### config.mk
export PLATFORM = sky130hd
export DESIGN_NAME = line_buffer_feeder
export DESIGN_NICKNAME = d
export VERILOG_FILES = /design/src/rtl/line_buffer_feeder.sv
export SDC_FILE = /design/constraint.sdc
export NUM_CORES = 1
export LEC_CHECK = 0
export CORE_ASPECT_RATIO = 0.6
export CORE_MARGIN = 2
export CORE_UTILIZATION = 35
export CTS_CLUSTER_SIZE = 12
export DETAILED_ROUTE_END_ITERATION = 7
export GPL_TIMING_DRIVEN = 0
export MAX_ROUTING_LAYER = met4
export PLACE_DENSITY = 0.7
export SLEW_MARGIN = 25
export SYNTH_ARGS = -nofsm -noshare
export SYNTH_HDL_FRONTEND = slang
export SYNTH_SLANG_ARGS = --single-unit
### constraint.sdc
create_clock -name clk -period 2.3 [get_ports clk]
set_input_delay 0.345 -clock clk [delete_from_list [all_inputs] [get_ports clk]]
set_output_delay 0.345 -clock clk [all_outputs]
set_load 0.02 [all_outputs]
### src/rtl/line_buffer_feeder.sv
// Frame reader feeding the 3x3 line buffer: fetches input_x*input_y pixels from a
// 1-cycle-latency RAM and streams them under busy back-pressure via a 2-entry skid FIFO.
module line_buffer_feeder #(
  parameter int data_width = 16,
  parameter int input_y    = 3,
  parameter int input_x    = 3,
  parameter int addr_width = 16
) (
  input  logic                  clk,
  input  logic                  rst,
  input  logic                  start,
  input  logic [addr_width-1:0] base_addr,
  output logic                  rd_en,
  output logic [addr_width-1:0] rd_addr,
  input  logic [data_width-1:0] rd_data,
  input  logic                  busy,
  output logic                  output_valid,
  output logic                  sof,
  output logic [data_width-1:0] data_out,
  output logic                  done,
  output logic                  streaming,
  output logic [7:0]            x,
  output logic [7:0]            y
);

  localparam logic [1:0] S_IDLE  = 2'd0;
  localparam logic [1:0] S_READ  = 2'd1;
  localparam logic [1:0] S_DRAIN = 2'd2;
  localparam logic [1:0] S_DONE  = 2'd3;

  localparam int         total     = input_x * input_y;
  localparam logic [15:0] last_idx = 16'(total - 1);
  localparam logic [7:0]  last_x   = 8'(input_x - 1);

  logic [1:0]            state;
  logic [addr_width-1:0] base_q;
  logic [15:0]           issue_idx;
  logic                  inflight;

  logic [data_width-1:0] fifo_mem [2];
  logic                  fifo_wr_ptr;
  logic                  fifo_rd_ptr;
  logic [1:0]            fifo_count;
  logic [1:0]            fifo_count_next;
  logic                  push;
  logic                  pop;

  // Handshake: a pixel transfers on every cycle output_valid is high; the line
  // buffer refuses pixels by raising busy, which combinationally drops output_valid.
  assign output_valid = !busy && (fifo_count != 2'd0);
  assign pop          = output_valid;
  assign push         = inflight;
  assign data_out     = output_valid ? fifo_mem[fifo_rd_ptr] : '0;
  assign sof          = output_valid && (x == 8'd0) && (y == 8'd0);
  assign done         = (state == S_DONE);
  assign streaming    = (state != S_IDLE);

  // Reads already in flight count against FIFO space so the FIFO never overflows.
  assign rd_en   = (state == S_READ) &&
                   (((fifo_count + {1'b0, inflight}) < 2'd2) || pop);
  assign rd_addr = rd_en ? (base_q + addr_width'(issue_idx)) : '0;

  assign fifo_count_next = 2'(fifo_count + {1'b0, push} - {1'b0, pop});

  always_ff @(posedge clk) begin
    if (!rst) begin
      fifo_wr_ptr <= 1'b0;
      fifo_rd_ptr <= 1'b0;
      fifo_count  <= 2'd0;
      inflight    <= 1'b0;
    end else begin
      inflight   <= rd_en;
      fifo_count <= fifo_count_next;
      if (push) begin
        fifo_mem[fifo_wr_ptr] <= rd_data;
        fifo_wr_ptr           <= !fifo_wr_ptr;
      end
      if (pop) fifo_rd_ptr <= !fifo_rd_ptr;
    end
  end

  always_ff @(posedge clk) begin
    if (!rst) begin
      state     <= S_IDLE;
      base_q    <= '0;
      issue_idx <= '0;
      x         <= '0;
      y         <= '0;
    end else begin
      case (state)
        S_IDLE: begin
          if (start) begin
            base_q    <= base_addr;
            issue_idx <= '0;
            state     <= S_READ;
          end
        end
        S_READ: begin
          if (rd_en) begin
            issue_idx <= issue_idx + 16'd1;
            if (issue_idx == last_idx) state <= S_DRAIN;
          end
        end
        S_DRAIN: begin
          if (fifo_count_next == 2'd0) state <= S_DONE;
        end
        default: begin
          state <= S_IDLE;
        end
      endcase

      if (state == S_DONE) begin
        x <= '0;
        y <= '0;
      end else if (pop) begin
        if (x == last_x) begin
          x <= '0;
          y <= y + 8'd1;
        end else begin
          x <= x + 8'd1;
        end
      end
    end
  end

endmodule

* Word-level counts from Yosys, hierarchy flattened
Memory sizes are Yosys's and may differ from the RTL's. A register that Yosys moved wholly into a read port is not among the register bits.
Index checks and enable logic that the tools add are counted.
** Storage, ports and cells
- Register bits :: 55
- Latch bits :: 0
- Memory bits (writable) :: 32
- Memory bits (read-only) :: 0
- Input port bits :: 36
- Output and inout port bits :: 53
- Logic and storage cells :: 63
- Memories kept :: 1
** Memories
- fifo_mem :: words 2, bits a word 16, rd ports 1, clocked after Yosys merged registers in 1, write ports 1, RTL line 40 : logic [data_width-1:0] fifo_mem [2];
** Cells by class
- $add $sub $neg :: 6
- Multipliers :: 0
- Divide/modulo/power cells :: 0
- Order comparisons :: 1
- Equality and inequality tests :: 9
- Shift operators :: 0
- Mux-type cells :: 16
- Bitwise gates (word level) :: 1
- Reduce and logical (&&, ||, !) cells :: 20
** Operator list (count)
- 16-bit two-way mux :: 4
- 16-bit case mux with 2 select lines :: 1
- 16-bit by 1-bit adder with 16-bit output (second input constant) :: 1
- 16-bit adder :: 1
- 8-bit by 1-bit adder with 8-bit output (second input constant) :: 2
- 16-bit by 4-bit == test with 1-bit output (second input constant) :: 1
- 8-bit logical NOT :: 2
- 8-bit by 2-bit == test with 1-bit output (second input constant) :: 1
- 2-bit two-way mux :: 4
- 8-bit two-way mux :: 1
- 2-bit != test (second input constant) :: 3
- 2-bit case mux with 3 select lines :: 1
- 2-bit nonzero test :: 3
- 1-bit two-way mux :: 5
- 2-bit == test (second input constant) :: 2
- 1-bit logical AND :: 4
- 2-bit logical NOT :: 2
- 2-bit AND reduction :: 2
- 4-bit AND reduction :: 1
- 1-bit logical NOT :: 3
- 3-bit AND reduction :: 1
- 2-bit by 1-bit adder with 2-bit output :: 1
- 2-bit by 1-bit == test with 1-bit output (second input constant) :: 1
- 2-bit < comparator (second input constant) :: 1
- other kinds (5) :: 5

* Depth between registers and ports, before layout
Gate-level depths: netlist of run 1.
- Word-level depth :: 6
- Mapped depth :: 9
- Depth with buffers taken out :: 8

* Least setup slack after synthesis of run 1
OpenSTA, ideal clock, no wires.
- Path kind :: register to output
- Start :: register issue_idx[0]
- End :: output rd_addr[14]
- Arrival time :: 2.246 ns
- Required time :: 1.955 ns
- Setup slack :: -0.291 ns
- Cell stages (with the launch flop) :: 9
- Path buffers :: 0
- Cells stage by stage :: dfxtp_1 ha_1 inv_1 fa_1 nor2b_1 o2111ai_1 a211oi_1 nor3_1 nor3_1
** On the way
- Word-level cells in the longest chain between the ends :: 2
** Ends and longest elaborated chain
- start: declaration :: RTL line 37 : logic [15:0] issue_idx;
- start signal: assignment :: RTL line 100 : issue_idx <= issue_idx + 16'd1;
- 16-bit adder :: RTL line 61 : assign rd_addr = rd_en ? (base_q + addr_width'(issue_idx)) : '0;
- 16-bit two-way mux :: RTL line 61
- end: declaration :: RTL line 14 : output logic [addr_width-1:0] rd_addr,
Every way passes these cells.

* Worst setup path after layout of run 1
- Start :: register issue_idx[7]
- End :: output rd_addr[14]
The elaborated chain is that of the path after synthesis.

==> results of run 1 <==
power breakdown:
part / internal, mW / switching (mW)
logic: 0.718 / 1.04
registers: 1.76 / 0.146
clock network: 0.769 / 0.675
total: 3.25 / 1.86
stage by stage:
step                      power, mW  setup WS [ps]  util (%)
after global routing           5.38           -431      51.4
after global placement         3.49           -807      44.8
final                          5.11           -347      51.4
after detailed placement       3.54           -825      44.8
after CTS                      5.05           -359      50.3
after floorplan                2.93          -23.2         -
timing repair:
item,in CTS,in global routing
buffers inserted,14,9
gates resized for setup,181,28
endpoints found under the setup margin,34,27
pin swaps,20,11
logic make-up after synthesis:
kind of cell	after synthesis	synth area share (%)
AO/OA/AOI/OAI	97	14.6
flip-flops	88	44.6
multiplexers	20	4.29
adder cells (fa/ha/maj)	29	7.93
XOR/XNOR	30	5.63
buffers and inverters	36	3.11
AND/OR/NAND/NOR	193	19.9
sequential cells by signal, summed over array words and instances, names as in the netlist, named ones only:
register / flops
fifo_count: 2
x: 8
y: 8
fifo_mem: 32
issue_idx: 16
base_q: 16
inflight: 1
fifo_rd_ptr: 1
fifo_wr_ptr: 1
state: 2
cell type report:
cell class / instances / area, um^2
flip-flops and latches: 88 / 2130
inverters: 19 / 77.6
clock buffers: 9 / 225
plain buffers: 15 / 78.8
fillers: 1140 / 6280
well taps: 170 / 213
multi-input cells: 369 / 2840
clock inverters: 7 / 70.1
repair buffers: 110 / 1000
cell usage after synthesis, drive strengths merged (2+ instances only):
cell type,n
a221oi,2
o21ai,16
nor2b,6
a21o,10
xnor2,14
dfxtp,56
clkbuf,12
nand2,64
a21oi,22
a31o,2
nor4,5
o2111ai,5
o21a,4
or3,7
ha,28
a211oi,4
a21boi,16
nand2b,9
mux2i,20
nor2,49
o21bai,3
a2111oi,2
nand3,10
and4,4
xor2,16
nor3,10
buf,5
o211ai,3
and2,10
edfxtp,32
nand4,8
inv,18
and3,6
how the worst min path moves through the flow:
stage	startpoint	endpoint	slack [ps]
after floorplan	rd_data[0]	fifo_mem[0][0]$_DFFE_PP_	440
after global placement	base_q[13]$_SDFFE_PN0P_	base_q[13]$_SDFFE_PN0P_	460
after detailed placement	base_q[0]$_SDFFE_PN0P_	base_q[0]$_SDFFE_PN0P_	470
after CTS	base_q[14]$_SDFFE_PN0P_	base_q[14]$_SDFFE_PN0P_	480
after global routing	base_q[9]$_SDFFE_PN0P_	base_q[9]$_SDFFE_PN0P_	510
final	base_q[14]$_SDFFE_PN0P_	base_q[14]$_SDFFE_PN0P_	480
worst register-to-register path: cells and delay by family (launching register included):
kind | cells | cell delay (ps)
compound gates | 3 | 710
fa+ha+maj | 1 | 210
buf+inv | 2 | 310
flops | 1 | 360
simple gates | 2 | 460
routing by layer:
layer	track usage [%]	up-vias
met2	27.8	120
met3	3.38	7
met1	24.3	1951
li1	-	1991
met4	4.48	0
met5	-	-
==> results.md, run 1 <==
STA:
- The clock skew is 12.2 ps.
- The fmax is between 300 and 400 MHz.
- The transition at the pin with the smallest max-transition slack is 849 ps.
- The post-route minimum period is about 2600 ps.
- The final total negative setup slack is -2590 ps.
- The final max-slew violation count was 0.
- The setup-violating endpoint count in the final report is 11.
- The post-route fraction of the period consumed by the critical path is 115%.
- The worst pin sits at a relative slew slack of a little over two fifths.
- After layout, the worst setup slack is -347 ps.
- Hold timing on the final database bottoms out at a slack of 482 ps.
- Setup repair after global routing could not meet its margin everywhere.
- The count of final hold-check violations was 0.

Floorplan:
- The die span in x is ~150 um.
- The initialized floorplan defines 32 standard-cell rows.
- In this run the standard cell core region covers roughly 13000 um^2.
- The die is slightly above 90 um tall.
- around 90 I/O pins were placed.
- The die covers ~14000 um^2.
- Once the floorplan was initialized, standard cells occupied a little over a third of the core.

Synth:
- The cell count after synthesis came out at approximately 490.
- The primary flip-flop cell chosen by synthesis mapping is sky130_fd_sc_hd__dfxtp_1.
- A synthesized cell averages approximately 9.5 um^2.
- Of all flip-flops after synthesis, the portion carrying an async set or reset was 0%.
- In this run the biggest area consumer among cell types represents about 24% of the synthesized area.
- The number of enable-type register cells in the synthesized netlist is 32.
- Of the synthesized area, sequential elements account for 44.6%.
- The number of warnings reported in the yosys synthesis log is 0.
- The netlist uses 56 different library cells.
- After synthesis the cells add up to ~4700 um^2.
- By area the synthesized netlist is led by sky130_fd_sc_hd__dfxtp_1 (24%), sky130_fd_sc_hd__edfxtp_1 (21%), sky130_fd_sc_hd__ha_1 (7.5%), sky130_fd_sc_hd__nand2_1 (5.1%), sky130_fd_sc_hd__mux2i_1 (4.3%).
- The net count of the mapped netlist is about 560.
- sky130_fd_sc_hd__dfxtp_1 takes more of the synthesized area than any other cell.
- After synthesis the netlist holds a flip-flop and latch count of 88.

Worst setup path:
- STA puts the critical path data required time at 1960 ps.
- The startpoint kind of the worst setup timing path is a register.
- The combined buffer and inverter count along the critical path is 1.
- Broken down by cell family, the worst path's largest delay share belongs to compound AO/OA/AOI/OAI gates.
- In this run the critical register-to-register path is launched from inflight$_SDFF_PN0_.
- Measured in cells, the most critical reg-to-reg path has a length of 8.
- The peak per-stage delay on the critical path is between 300 and 400 ps.
- The destination of the critical timing path is rd_addr[14].
- The slowest cell on the critical path is sky130_fd_sc_hd__a221o_1.
- The slack of the worst reg-to-reg path is 170 ps.
- Of all nets on the critical path, the largest fanout is 4.
- The worst setup path is captured at an output pin.
- The classification of the worst setup path is reg -> out.
- Walking the worst path, the cells encountered are ha_4 -> a21o_1 -> a31o_4 -> a221o_1 -> o21a_1 -> nor3_2 -> buf_4.
- The launch point of the critical path is issue_idx[7]$_SDFFE_PN0P_.
- The reg-to-reg endpoint is issue_idx[12]$_SDFFE_PN0P_.
- In this run the number of cells on the critical path is 7.
- Data arrives at the worst endpoint at between 2000 and 2500 ps.

Clock network:
- The CTS H-tree depth is 3.
- Buffers inserted during clock tree synthesis total 9.
- The quantity of hold-fixing buffers added after cts is 0.
- TritonCTS built the clock tree.
- For the worst-skew pair, the clock arrives at the later sink with an insertion delay of 340 ps.
- CTS placed an instance of sky130_fd_sc_hd__clkbuf_16 at the clock tree root.
- Counting every sink on the clock net gives 88.
- In this run the deepest clock path goes through 2 buffers.
- The clock slew at the register clock pins of the worst setup and hold paths is approximately 70 ps.

Routing:
- Wires add up to 12600 um.
- The met1 layer wirelength in the final routing is roughly 6100 um.
- The count of antenna-violating nets left after detailed routing is 0.
- The number of design rule violations left after detail routing is 0.
- The per-cell routed wire length is roughly 16 um.
- The vias after detailed routing is around 4.1k.
- After the first detailed-routing iteration, the DRC count stood at roughly 230.
- The length of the first detailed-routing pass in iterations is 4.
- The highest routed metal layer is met4.
- The wire length on met2 is between 5000 and 6000 um.
- In the detailed route, the total length drawn on met3 is between 700 and 800 um.
- In the routed layout, each cell is associated on average with a via count of between 5 and 6.

Final layout:
- The number of nets in the final layout is 677.
- The post-route netlist has around 22% of its cells at a drive strength greater than 1.
- Once layout is done, the placed cells without fillers occupy approximately 6600 um^2.
- The most common cell after layout, fill and taps aside is sky130_fd_sc_hd__nand2_1.
- 0 antenna diodes ended up in the layout.
- Excluding fillers, the count of instances in the completed layout stands at approximately 790.
- In the layout the commonest cells are sky130_fd_sc_hd__nand2_1 (63), sky130_fd_sc_hd__clkdlybuf4s50_1 (54), sky130_fd_sc_hd__nor2_1 (48), sky130_fd_sc_hd__dfxtp_1 (32), sky130_fd_sc_hd__edfxtp_1 (32).
- The area added between synthesis and finish is 42.3%.

Placed design:
- The number of input and output port buffers inserted is ~90.
- The detailed placer's ending HPWL is 9090 um.
- At the end of routability-driven placement, the weighted congestion stood at a little over 0.9.
- The placed cell area is ~5800 um^2.
- Counting tap cells, the placed design contains a total of roughly 750 instances.

Global routing:
- Summed over all layers, the global routing overflow is 0.
- The initial antenna violation count came to 0.
- Entering global routing, the biggest net connects 19 pins.
- The total track usage is about 18%.
- The wire length of the first global-routing pass is 20100 um.
- The number of global-route vias before repair is around 4.1k.

Status:
- The final reports fail on setup timing.
- The run finished, with violations left.

Run:
- The number of max-capacitance violations reported is 0.

Pwr:
- The worst-case vdd ir drop is roughly 0.45 mV.
- The static leakage is between 2 and 2.5 nW.
- For this design the ratio of total power to cell area is 769 nW/um^2.

Min path:
- The path class of the tightest hold or removal check is reg -> reg.
- The number of stages on the worst hold path is 2.
(Power assumes the default switching activity.)
==> inputs of run 2 (changes only) <==
--- a/config.mk
+++ b/config.mk
@@ -13,6 +13,7 @@
 export GPL_TIMING_DRIVEN = 0
 export MAX_ROUTING_LAYER = met4
 export PLACE_DENSITY = 0.7
+export SKIP_CTS_REPAIR_TIMING = 1
 export SLEW_MARGIN = 25
 export SYNTH_ARGS = -nofsm -noshare
 export SYNTH_HDL_FRONTEND = slang
==> run 2 against run 1 <==
  * The flow still finishes with violations (setup timing)
  * Fmax fell by 3.4%
  * Core utilization fell by 0.54 points
  * Power rose by 0.44%
  * Combinational power barely moved
  * Clock skew barely moved
  * Global-route usage fell by 1.2 points
  * Flip-flop and latch count did not move
  * First-iteration DRC count rose by 4.4%
==> results.md, run 2 (synthesis results as in run 1) <==
Clock network:
- The TritonCTS buffer count is 9 (unchanged).
- The source-to-sink clock delay at the later pin of the worst-skew pair is 340 ps (about the same).
- The CTS H-tree depth is 3 (unchanged).
- The deepest clock path buffer count is 2 (unchanged).
- The CTS tree is yes.
- The clock slew at the register clock pins of the worst setup and hold paths was 70 ps (about the same).
- The total clock sinks came to 88 (unchanged).
- The cell at the root of the clock tree is sky130_fd_sc_hd__clkbuf_16.

Global routing:
- The wire length of the first global-routing pass came to 18700 um (-6.8%).
- The number of global-route vias before repair was 3827 (-6.0%).
- The total track usage came to 16.7% (-1.2 points).
- The overall overflow remaining after global route came to 0 (unchanged).
- The initial antenna violation count is 0 (unchanged).
- The maximum number of pins on one net before global-route repair came to 19 (unchanged).

Floorplan:
- The boundary pin count is 89 (unchanged).
- The die span in x came to 153 um (unchanged).
- The die height is 93.5 um (unchanged).
- The starting density of the core is 36.1% (unchanged).
- The number of cell rows is 32 (unchanged).
- The core area is 12900 um^2 (unchanged).
- The total die area came to 14300 um^2 (unchanged).

Placed design:
- The detailed placer's ending HPWL was 9090 um (unchanged).
- The placed cell area is 5790 um^2 (unchanged).
- The last weighted congestion value of the routability-driven placer came to 0.917 (unchanged).
- The number of input and output port buffers inserted was 88 (unchanged).
- The cell total after placement was 751 (unchanged).

Worst setup path:
- The critical path required time is 1960 ps (about the same).
- The endpoint class of the critical path is an output pin.
- The arrival time at the worst endpoint was 2400 ps (+100 ps).
- The signal on the critical path passes through ha_4 -> inv_4 -> fa_2 -> nor2b_4 -> o2111ai_4 -> a21oi_4 -> o22ai_2 -> mux2i_2 -> buf_4.
- The highest fanout seen on the critical path is 4 (unchanged).
- The peak per-stage delay on the critical path is 410 ps (+40 ps).
- The cell count of the worst reg-to-reg path was 8 (unchanged).
- The reg-to-reg endpoint is issue_idx[12]$_SDFFE_PN0P_.
- The setup path with the least slack is of type reg -> out.
- The slack of the worst reg-to-reg path is 200 ps (+30 ps).
- The slowest cell on the critical path is sky130_fd_sc_hd__fa_2.
- The startpoint kind of the worst setup timing path is a register.
- The beginning of the worst register-to-register path is inflight$_SDFF_PN0_.

Min path:
- The worst hold path startpoint is base_q[14]$_SDFFE_PN0P_.
- The worst hold path belongs to the class reg -> reg.
- The number of stages on the worst hold path was 2 (unchanged).
- The path with the worst hold slack has its endpoint at base_q[14]$_SDFFE_PN0P_.

Pwr:
- The power density normalized to cell area is 780 nW/um^2 (+1.5%).
- The internal power is 3.28 mW (+0.95%).
- The worst-case vdd ir drop is 0.451 mV (+1.2%).
- The net switching fraction of the power came to 36.1% (-0.32 points).
- The net switching power is 1.85 mW (-0.45%).
- The static leakage was 2.65 nW (+7.7%).
- The combinational fraction of design power came to 34.7% (+0.3 points).
- The clock network power share is 28.0% (-0.3 points).
- The total design power was 5.13 mW (+0.44%).
- The sequential cell fraction of total power is 37.3% (about the same).

Routing:
- The detailed-route wire length is 12400 um (-1.5%).
- The per-cell routed wire length is 15.9 um (-0.57%).
- The vias after detailed routing is 3998 (-1.7%).
- The detail-routed via count per cell is 5.13 (-0.86%).
- The length of the first detailed-routing pass in iterations was 4 (unchanged).
- The DRC marker count from the first detailed-route iteration is 235 (+4.4%).
- The count of antenna-violating nets left after detailed routing is 0 (unchanged).
- The number of design rule violations left after detail routing came to 0 (unchanged).

Final layout:
- The share of layout cells above drive strength 1 is 21.1% (-1.1 points).
- The register with the most flip-flops is fifo_mem.
- The post-layout utilization of the core is 50.9% (-0.54 points).
- The largest registers in the layout are fifo_mem (32), base_q (16), issue_idx (16).
- The non-filler instance count after layout is 780 (-0.89%).
- The post-route cell area is 6580 um^2 (-1.1%).
- In the layout the commonest cells are sky130_fd_sc_hd__nand2_1 (63), sky130_fd_sc_hd__clkdlybuf4s50_1 (54), sky130_fd_sc_hd__nor2_1 (47), sky130_fd_sc_hd__dfxtp_1 (32), sky130_fd_sc_hd__edfxtp_1 (32).
- The number of nets in the final layout was 670 (-1.0%).
- The number of flip-flops in the largest register is 32 (unchanged).
- Relative to the synthesized area, the layout overhead comes to 40.8%.
- The count of antenna diodes in the layout is 0 (unchanged).
- Leaving out fill and tap cells, the most frequent cell in the layout is sky130_fd_sc_hd__nand2_1.

STA:
- The fmax is 365 MHz (-3.4%).
- The setup-violating endpoint count in the final report is 11 (unchanged).
- The clock skew is 11.8 ps (-0.417 ps).
- The max-slew headroom at the worst pin was 42.6% (-0.81 points).
- The final max-slew violation count is 0 (unchanged).
- The post-route worst setup slack came to -441 ps (-94.3 ps).
- The final total negative setup slack is -2530 ps (+58.7 ps).
- Setup repair after global routing could not meet its margin everywhere.
- The post-route fraction of the period consumed by the critical path is 119% (+4.1 points).
- The count of final hold-check violations was 0 (unchanged).
- The transition at the pin with the smallest max-transition slack is 861 ps (+12.1 ps).
- The post-route minimum period is 2740 ps (+94.3 ps).

Status:
- The flow ran to the end, but the final reports show violations.
- The final reports fail on setup timing.

Run:
- The number of max-capacitance violations reported came to 0 (unchanged).
## run 2: changes by cell type in the layout (fill, tap and decap cells not counted), moves of 2 or more
cell / before / now
sky130_fd_sc_hd__clkbuf_2: 0 / 4
sky130_fd_sc_hd__a21oi_4: 4 / 2
sky130_fd_sc_hd__buf_6: 9 / 5
sky130_fd_sc_hd__a21oi_2: 2 / 4
sky130_fd_sc_hd__buf_4: 27 / 21
sky130_fd_sc_hd__dlygate4sd2_1: 18 / 0
sky130_fd_sc_hd__dlymetal6s2s_1: 0 / 18
## run 2: how the worst max path moves through the flow
stage	from	end	slack (ps)	cells after the start
floorplan	issue_idx[0]$_SDFFE_PN0P_	rd_addr[12]	-20	8
global placement	issue_idx[0]$_SDFFE_PN0P_	rd_addr[12]	-810	9
detailed placement	issue_idx[0]$_SDFFE_PN0P_	rd_addr[12]	-820	9
CTS	issue_idx[0]$_SDFFE_PN0P_	rd_addr[12]	-1200	9
global route	issue_idx[0]$_SDFFE_PN0P_	rd_addr[12]	-520	9
finish	issue_idx[0]$_SDFFE_PN0P_	rd_addr[12]	-440	9
## run 2: cell type report
type                    instances  area, um^2
clock inverters                 7        70.1
inverters                      19        73.8
clock buffers                   9         225
flip-flops and latches         88        2140
fillers                      1129        6350
repair buffers                102         981
plain buffers                  16        91.3
multi-input cells             369        2790
well taps                     170         213
## run 2: power by group through the flow
stage               registers (mW)  logic, mW  clock network, mW
finish                        1.91       1.78               1.44
detailed placement            1.90       1.64                  0
floorplan                     1.88       1.05                  0
global placement              1.89       1.60                  0
CTS                           1.87       1.65               1.47
global route                  1.93       1.94               1.53
## run 2: metal layers
metal,share of wire (%),GRT usage (%)
met5,0,-
met4,0.68,3.63
met3,4.5,3.24
met2,45,25.1
met1,49,23.4
## run 2: per-stage QoR
stage	setup WS, ps	hold WS [ps]
5_1_grt	-523	511
4_1_cts	-1200	481
3_5_place_dp	-825	471
2_1_floorplan	-23.2	444
3_3_place_gp	-807	459
6_report	-441	481
## run 2: worst max-delay path, delay by kind of cell, from the launching register on
family	cells	cell delay, ps
fa+ha+maj	2	570
compound gates	3	570
flops	1	360
buf+inv	2	210
simple gates	1	180
mux	1	170
==> inputs of run 3 (changes only) <==
--- a/config.mk
+++ b/config.mk
@@ -5,14 +5,15 @@
 export SDC_FILE = /design/constraint.sdc
 export NUM_CORES = 1
 export LEC_CHECK = 0
+export CAP_MARGIN = 20
 export CORE_ASPECT_RATIO = 0.6
 export CORE_MARGIN = 2
-export CORE_UTILIZATION = 35
-export CTS_CLUSTER_SIZE = 12
+export CORE_UTILIZATION = 47
+export CTS_CLUSTER_SIZE = 10
 export DETAILED_ROUTE_END_ITERATION = 7
 export GPL_TIMING_DRIVEN = 0
 export MAX_ROUTING_LAYER = met4
-export PLACE_DENSITY = 0.7
+export PLACE_DENSITY = 0.86
 export SKIP_CTS_REPAIR_TIMING = 1
 export SLEW_MARGIN = 25
 export SYNTH_ARGS = -nofsm -noshare
==> run 3 against run 2 <==
  * The run still ends with setup timing left
  * Design area increased by 3.2%
  * Count of clock-buffer cells in the layout unchanged
  * Cell count decreased by 2.6%
  * Clock power increased by 4%
  * Non-clock buffer count increased by 15
  * Worst hold slack about the same
  * Core utilization increased by 19 points
  * Critical path type unchanged
==> results.md, run 3 (synthesis results as in run 1) <==
Status:
- The flow ran to the end, but the final reports show violations.
- The checks that failed: setup timing.

Floorplan:
- The die height is 81.2 um (-13%).
- The boundary pin count is 89 (unchanged).
- The number of cell rows is 28 (-13%).
- The die span in x is 133 um (-13%).
- The core area is 9770 um^2 (-24%).
- The total die area is 10800 um^2 (-25%).
- The starting density of the core was 47.8% (+12 points).

Final layout:
- The filler cell count in the final layout is 605 (-46%).
- The non-filler instance count after layout is 760 (-2.6%).
- Relative to the synthesized area, the layout overhead comes to 45.3%.
- In the final layout, the registers with the most flip-flops are fifo_mem (32), base_q (16), issue_idx (16).
- In the layout the commonest cells are sky130_fd_sc_hd__nand2_1 (61), sky130_fd_sc_hd__clkdlybuf4s50_1 (53), sky130_fd_sc_hd__nor2_1 (48), sky130_fd_sc_hd__edfxtp_1 (32), sky130_fd_sc_hd__buf_4 (31).
- The share of layout cells above drive strength 1 came to 23.8% (+2.7 points).
- The post-route cell area is 6790 um^2 (+3.2%).
- The count of antenna diodes in the layout is 0 (unchanged).
- The number of nets in the final layout is 685 (+2.2%).
- The library cell used most frequently in the layout, excluding fill and tap cells, is sky130_fd_sc_hd__nand2_1.
- Counting flops per register, the top entry is fifo_mem.
- The number of flip-flops in the largest register is 32 (unchanged).

Routing:
- The count of antenna-violating nets left after detailed routing was 0 (unchanged).
- The vias after detailed routing was 4468 (+12%).
- The per-cell routed wire length is 19.2 um (+20%).
- The DRC marker count from the first detailed-route iteration is 355 (+51%).
- The length of the first detailed-routing pass in iterations is 7 (+3).
- The detailed-route wire length is 14600 um (+17%).
- The detail-routed via count per cell is 5.88 (+15%).
- The number of design rule violations left after detail routing was 0 (unchanged).

Pwr:
- The worst-case vdd ir drop was 0.533 mV (+18%).
- The power density normalized to cell area is 806 nW/um^2 (+3.3%).
- The static leakage is 2.81 nW (+6.0%).

Clock network:
- The TritonCTS buffer count is 9 (unchanged).
- The cell at the root of the clock tree is sky130_fd_sc_hd__clkbuf_16.
- The clock slew at the register clock pins of the worst setup and hold paths is 80 ps (about the same).
- The total clock sinks is 88 (unchanged).
- The CTS H-tree depth was 3 (unchanged).
- The deepest clock path buffer count is 2 (unchanged).
- The source-to-sink clock delay at the later pin of the worst-skew pair is 350 ps (about the same).
- TritonCTS built the clock tree.

Global routing:
- The overall overflow remaining after global route is 0 (unchanged).
- The total track usage came to 23.1% (+6.5 points).
- The number of global-route vias before repair is 3906 (+2.1%).
- The maximum number of pins on one net before global-route repair is 20 (+1).
- The initial antenna violation count is 0 (unchanged).
- The wire length of the first global-routing pass is 19000 um (+1.4%).

Worst setup path:
- The critical path required time is 1960 ps (about the same).
- The launch point of the critical path is issue_idx[1]$_SDFFE_PN0P_.
- Walking the worst path, the cells encountered are inv_1 -> fa_2 -> nor2b_4 -> o2111ai_4 -> a21oi_4 -> buf_4 -> o22ai_2 -> mux2i_2 -> buf_4.
- STA classifies the critical path startpoint as a register.
- The slowest cell on the critical path is sky130_fd_sc_hd__dfxtp_4.
- The critical path is of the reg -> out type.
- The peak per-stage delay on the critical path came to 410 ps (about the same).
- The beginning of the worst register-to-register path is state[1]$_SDFFE_PN0P_.
- The endpoint class of the critical path is an output pin.
- The cell repeated most along the worst path is sky130_fd_sc_hd__buf_4.
- The arrival time at the worst endpoint is 2500 ps (+100 ps).
- The highest fanout seen on the critical path is 7 (+3).

Min path:
- In this run the most critical hold path is launched from base_q[15]$_SDFFE_PN0P_.
- The tightest min-delay check is of the reg -> reg type.

STA:
- Setup repair after global routing could not meet its margin everywhere.
- The post-route fraction of the period consumed by the critical path came to 124% (+4.4 points).
- The post-route worst setup slack is -541 ps (-100 ps).
- The count of final hold-check violations is 0 (unchanged).
- The transition at the pin with the smallest max-transition slack is 831 ps (-29.7 ps).
- The fmax was 352 MHz (-3.5%).
- The final total negative setup slack is -2650 ps (-124 ps).
- The clock skew was 8.92 ps (-2.84 ps).
- The post-route minimum period is 2840 ps (+100 ps).
- The final max-slew violation count is 0 (unchanged).
- The setup-violating endpoint count in the final report was 13 (+2).
- The max-slew headroom at the worst pin is 44.5% (+2.0 points).

Placed design:
- The number of input and output port buffers inserted came to 88 (unchanged).
- The cell total after placement is 716 (-4.7%).
- The last weighted congestion value of the routability-driven placer came to 0.944 (+2.9%).
- The placement-stage worst setup slack is -809 ps (+16.3 ps).
- The placed cell area is 5750 um^2 (-0.76%).
- The detailed placer's ending HPWL is 9050 um (-0.48%).

Run:
- The number of max-capacitance violations reported was 0 (unchanged).
==> run 3: cell types whose count changed in the layout (fill, tap and decap cells not counted), sizes merged <==
cell	before	now
dlymetal6s2s	18	21
clkdlybuf4s50	54	53
clkinvlp	1	0
buf	31	46
inv	24	25
clkbuf	24	22
==> run 3: metrics by stage <==
step	utilization [%]	hold slack [ps]	power, mW
global route	69.4	524	5.67
finish	69.4	481	5.47
CTS	61.9	478	5.05
detailed placement	58.8	468	3.55
global placement	58.8	463	3.46
floorplan	-	444	2.93
==> run 3: worst paths after layout <==
check	depth (start not counted)	slack, ps	end
setup / recovery	9	-540	rd_addr[12]
hold / removal	2	480	base_q[15]$_SDFFE_PN0P_
setup reg to reg	7	-10	issue_idx[5]$_SDFFE_PN0P_
hold reg to reg	2	480	base_q[15]$_SDFFE_PN0P_
==> run 3: metal layers <==
layer  vias to the layer above  part of all wire [%]  global-route usage (%)
met2                       223                    48                    36.1
li1                       2017                     -                       -
met3                        70                   7.2                    5.99
met5                         -                     0                       -
met1                      2158                    42                    29.5
met4                         0                   3.6                    8.17
==> run 3: power breakdown <==
part / switching (mW) / internal (mW)
clock network: 0.722 / 0.777
logic: 1.17 / 0.865
registers: 0.171 / 1.76
==> run 3: area by class of cell <==
cell class	instances	area [um^2]	area share [%]
multi-input cells	369	2850	42.0
flip-flops and latches	88	2150	31.7
repair buffers	117	1150	16.9
clock buffers	9	225	3.32
well taps	135	169	2.49
plain buffers	16	95.1	1.40
clock inverters	7	76.3	1.12
inverters	19	73.8	1.09
==> run 3: critical path: cells and delay by family (launching register included) <==
kind	cells	cell delay (ps)
buf+inv	3	430
mux	1	180
fa+ha+maj	1	410
compound gates	3	530
simple gates	1	180
flops	1	410
